**config.mk**
```make
export PLATFORM = sky130hd
export DESIGN_NAME = debounce_counter
export DESIGN_NICKNAME = d
export VERILOG_FILES = /design/src/rtl/debounce_counter.sv
export SDC_FILE = /design/constraint.sdc
export NUM_CORES = 1
export LEC_CHECK = 0
export CORE_MARGIN = 2
export CORE_UTILIZATION = 35
export DETAILED_ROUTE_END_ITERATION = 8
export GPL_ROUTABILITY_DRIVEN = 0
export GPL_TIMING_DRIVEN = 0
export SLEW_MARGIN = 20
export SYNTH_ARGS = -nofsm -noshare
export SYNTH_HDL_FRONTEND = slang
export SYNTH_SLANG_ARGS = --single-unit
export TNS_END_PERCENT = 10
```
**constraint.sdc**
```tcl
create_clock -name CLK -period 2.3 [get_ports CLK]
set_input_delay 0.345 -clock CLK [delete_from_list [all_inputs] [get_ports CLK]]
set_output_delay 0.345 -clock CLK [all_outputs]
set_load 0.02 [all_outputs]
```
**src/rtl/debounce_counter.sv**
```systemverilog
// debounce_counter: pushbutton-driven up/down digit counter.
// Count_Button and Clear_Button are synchronized and debounced; Dir is
// synchronized only. Each accepted Count press steps Digit within
// 0..MAX_COUNT, wrapping with a one-cycle Wrap strobe. An accepted Clear
// press zeroes Digit and overrides a simultaneous Count press.
module debounce_counter #(
    parameter int unsigned DEBOUNCE_CYCLES = 250000,
    parameter int unsigned MAX_COUNT       = 15
) (
    input  logic       CLK,
    input  logic       RST_N,
    input  logic       Count_Button,
    input  logic       Clear_Button,
    input  logic       Dir,
    output logic [3:0] Digit,
    output logic       Press_Pulse,
    output logic       Wrap
);

    localparam int unsigned       CNT_W     = $clog2(DEBOUNCE_CYCLES + 1);
    localparam logic [CNT_W-1:0]  CNT_LAST  = CNT_W'(DEBOUNCE_CYCLES - 1);
    localparam logic [3:0]        DIGIT_MAX = 4'(MAX_COUNT);

    // Bit order in the synchronizer: {Dir, Clear_Button, Count_Button}
    logic [2:0] sync_1;
    logic [2:0] sync_2;
    logic [1:0] rise;     // {clear_rise, count_rise}
    logic       dir_down;

    // Two-flop synchronizer for all three raw inputs
    always_ff @(posedge CLK or negedge RST_N) begin
        if (!RST_N) begin
            sync_1 <= '0;
            sync_2 <= '0;
        end else begin
            sync_1 <= {Dir, Clear_Button, Count_Button};
            sync_2 <= sync_1;
        end
    end

    assign dir_down = sync_2[2];

    // One debouncer per button. The rising event is taken from the flip
    // condition itself, so the digit update lands on the same edge the
    // debounced state rises; this keeps total latency at DEBOUNCE_CYCLES+2.
    for (genvar g = 0; g < 2; g++) begin : g_deb
        logic [CNT_W-1:0] cnt;
        logic             state;
        logic             differ;
        logic             flip;

        assign differ  = (sync_2[g] != state);
        assign flip    = differ && (cnt == CNT_LAST);
        assign rise[g] = flip && !state;

        // Mismatch counter: cleared on agreement, flips the state at the limit
        always_ff @(posedge CLK or negedge RST_N) begin
            if (!RST_N) begin
                cnt   <= '0;
                state <= 1'b0;
            end else if (!differ) begin
                cnt   <= '0;
            end else if (flip) begin
                cnt   <= '0;
                state <= ~state;
            end else begin
                cnt   <= cnt + 1'b1;
            end
        end
    end

    // Digit update and strobes; Clear wins over a coincident Count press
    always_ff @(posedge CLK or negedge RST_N) begin
        if (!RST_N) begin
            Digit       <= '0;
            Press_Pulse <= 1'b0;
            Wrap        <= 1'b0;
        end else begin
            Press_Pulse <= 1'b0;
            Wrap        <= 1'b0;
            if (rise[1]) begin
                Digit <= '0;
            end else if (rise[0]) begin
                Press_Pulse <= 1'b1;
                if (dir_down) begin
                    if (Digit == 4'd0) begin
                        Digit <= DIGIT_MAX;
                        Wrap  <= 1'b1;
                    end else begin
                        Digit <= Digit - 4'd1;
                    end
                end else begin
                    if (Digit >= DIGIT_MAX) begin
                        Digit <= '0;
                        Wrap  <= 1'b1;
                    end else begin
                        Digit <= Digit + 4'd1;
                    end
                end
            end
        end
    end

endmodule
```
==> out/results.tsv <==
stage	metric	value	unit
synthesis	ys async rst share	100	%
clocking	Hold Buf Count CTS	0	
clocking	Worst-path clk slew	0.09	ns
cells_and_area	Post-Layout Cell Count	360	
timing	final hold violation count	0	
routing	1st-iter DRT viols	82	
floorplan	Die X	88.6	µm
placement	Post-Place Cell Area	0.00272	mm²
cells_and_area	Layout area overhead	14.2	%
outcome	status	complete, no violations	
run	maxcap violations	0	
clocking	PostCTS Resize Cnt	0	
setup_path	Crit. End Element	flip-flop	
setup_path	startpoint types	flip-flop	
power_and_ir_drop	power per cell area	595	mW/mm²
global_route	first-pass GRT wire length	8300	µm
clocking	CTS root buf	clkbuf_8	
synthesis	FF+latch count, synth	50	
timing	final setup skew	0.00478	ns
timing	Max Clk Rate	0.483	GHz
synthesis	Most used DFF post-synth	dfrtp_1	
cells_and_area	Layout Nets	272	
placement	HPWL after DPL	3210	µm
min_path	Worst Hold Class	in -> async	
setup_path	WS Path Type	reg -> reg	
routing	drt wl/cell	12.8	µm
power_and_ir_drop	total power draw	1700	µW
clocking	insertion delay to the later sink of the worst-skew pair	0.31	ns
routing	Vias/cell	5.05	
timing	worst slew pin tran	0.618	ns
cells_and_area	share of cells above drive strength 1	7.20	%
global_route	global route overflow	0	
clocking	Clock Sinks	50	
setup_path	worst-path fanout max	10	
clocking	H-Tree Depth	2	
synthesis	synth warn	0	
clocking	CTS tree	yes	
power_and_ir_drop	Peak VDD IR	342	µV
synthesis	post-synthesis net count	255	
cells_and_area	Core Util, Final	41.6	%
floorplan	row count	30	
timing	post-route setup slack	0.231	ns
synthesis	Synth Area per Inst	10.2	µm²
setup_path	R2R setup slack	0.23	ns
power_and_ir_drop	leak pwr	0.00118	µW
placement	pre-CTS setup slack	0.209	ns
setup_path	Worst Path Required	2.50	ns
synthesis	Synth cell types	43	
floorplan	Die Height	88.6	µm
clocking	clock tree buffer depth	2	
timing	max_slew headroom	58.8	%
setup_path	crit path launch	g_deb[1].cnt[0]	
synthesis	Seq/Total Area, Yosys	50.0	%
routing	1st-pass router iterations	4	
synthesis	Synth Instances	246	
placement	placed instance count	352	
floorplan	core area	0.00687	mm²
clocking	# Post-CTS Setup Buffers	0	
routing	detailed-route via count	1818	
timing	final setup fails	0	
global_route	vias in the first global route	1798	
floorplan	die area	0.00785	mm²
timing	final period utilization	89.9	%
floorplan	Initial Utilization	36.4	%
timing	Slew Viols, Final	0	
setup_path	FF-to-FF Start	g_deb[1].cnt[0]	
placement	# port buffers	10	
routing	DR DRC count	0	
setup_path	worst flop-to-flop path endpoint	g_deb[1].cnt[8]	
setup_path	Arrival @ worst endpoint	2.27	ns
timing	RSZ-0062 raised after global routing	false	
setup_path	Register-to-Register Path Depth	7	
global_route	GRT Total Usage	13.6	%
timing	minimum clock period	2.07	ns
global_route	initial antenna violation count	0	
synthesis	synthesized area	0.00250	mm²
floorplan	I/O pins	11	
cells_and_area	ANT cells	0	
routing	antenna-violating nets left	0	
cells_and_area	Finished Cell Area	0.00286	mm²
cells_and_area	Fillers	671	
routing	final wirelength	4620	µm
synthesis	EDFF count, synth	0	
clocking	TritonCTS buffer count	5	
global_route	largest net degree at the start of global routing	51	
## Yosys cell counts, types with 6 or more instances
cell type | number | area (µm²)
nand4_1 | 10 | 62.6
xor2_1 | 20 | 175
dfrtp_1 | 50 | 1250
nor3_1 | 6 | 30.0
nor2_1 | 35 | 131
inv_1 | 7 | 26.3
nand2_1 | 13 | 48.8
and4_1 | 6 | 52.6
xnor2_1 | 10 | 87.6
o21ai_0 | 7 | 35.0
nand3_1 | 15 | 75.1
a21oi_1 | 10 | 50.1
## worst max-delay path by stage
| stage | end | cells after the start |
|---|---|---|
| floorplan | g_deb[1].cnt[10] | 7 |
| detailed placement | g_deb[1].cnt[8] | 7 |
| global route | g_deb[1].cnt[12] | 7 |
| global placement | g_deb[1].cnt[9] | 1 |
| finish | g_deb[1].cnt[8] | 7 |
| CTS | g_deb[1].cnt[8] | 7 |
## layout make-up
cell class	instances	area, µm²	area share, %
plain buffers	4	18.8	0.656
clock buffers	5	68.8	2.41
flip-flops and latches	50	1250	43.8
repair buffers	10	97.6	3.41
inverters	7	26.3	0.919
well taps	96	120	4.20
clock inverters	3	68.8	2.41
multi-input cells	185	1210	42.2
## power by group
| part | internal [µW] | switching (µW) | total (µW) |
|---|---|---|---|
| Sequential | 892 | 12.0 | 904 |
| Combinational | 20.0 | 39.0 | 59.0 |
| Clock | 436 | 304 | 739 |
## flip-flops by register name (all words and copies together) (netlist names)
signal       flops
Digit            4
g_deb.state      2
sync_1           3
sync_2           3
Wrap             1
g_deb.cnt       36
Press_Pulse      1
## routing by layer
layer | global-route usage, % | wire length (µm)
met1 | 18.4 | 2260
met2 | 21.0 | 2130
met3 | 3.92 | 169
met4 | 4.96 | 70
met5 | 0 | 0
## cell families (layout without fill, tap and decap cells)
family / count (synthesis) / after routing / share of synthesized area, %
AND/OR/NAND/NOR: 120 / 120 / 27.6
flip-flops: 50 / 50 / 50.0
XOR/XNOR: 30 / 30 / 10.5
AO/OA/AOI/OAI: 29 / 29 / 7.20
buffers and inverters: 11 / 29 / 1.80
adder cells (fa/ha/maj): 4 / 4 / 2.00
multiplexers: 2 / 2 / 0.899
## layout by cell type (no fill, tap or decap), drive strengths merged
master         Yosys  final
dfrtp             50     50
nor2              35     35
xor2              20     20
nand3             15     15
nand2             13     13
nand4             11     11
xnor2             10     10
a21oi             10     10
clkdlybuf4s50      0      9
o21ai              9      9
inv                7      7
and4               7      7
nor3               6      6
clkbuf             1      6
and3               4      4
nor4               4      4
or4                4      4
ha                 4      4
buf                3      4
and2               3      3
o31ai              3      3
nand2b             3      3
nor4b              3      3
or3                3      3
nand4b             2      2
and3b              2      2
or4b               2      2
mux2               2      2
bufinv             0      2
and4bb             1      1
nor4bb             1      1
a21boi             1      1
o41ai              1      1
nand3b             1      1
o311ai             1      1
o31a               1      1
a22o               1      1
a41oi              1      1
a211oi             1      1
clkinv             0      1
## through the flow
step                hold WS [ns]  setup TNS, ns
floorplan                 0.0494              0
global placement           0.334         -29.88
detailed placement         0.336              0
CTS                       0.0680              0
global route              0.0958              0
finish                    0.0332              0
## worst max-delay path, cell delays in order (launching register included)
cell,delay (ns)
dfrtp_1,0.40
ha_1,0.21
and3_1,0.16
clkbuf_1,0.20
nand2_1,0.10
o21ai_1,0.49
buf_2,0.32
nor2_1,0.08
Power figures use the tool's default switching activity.
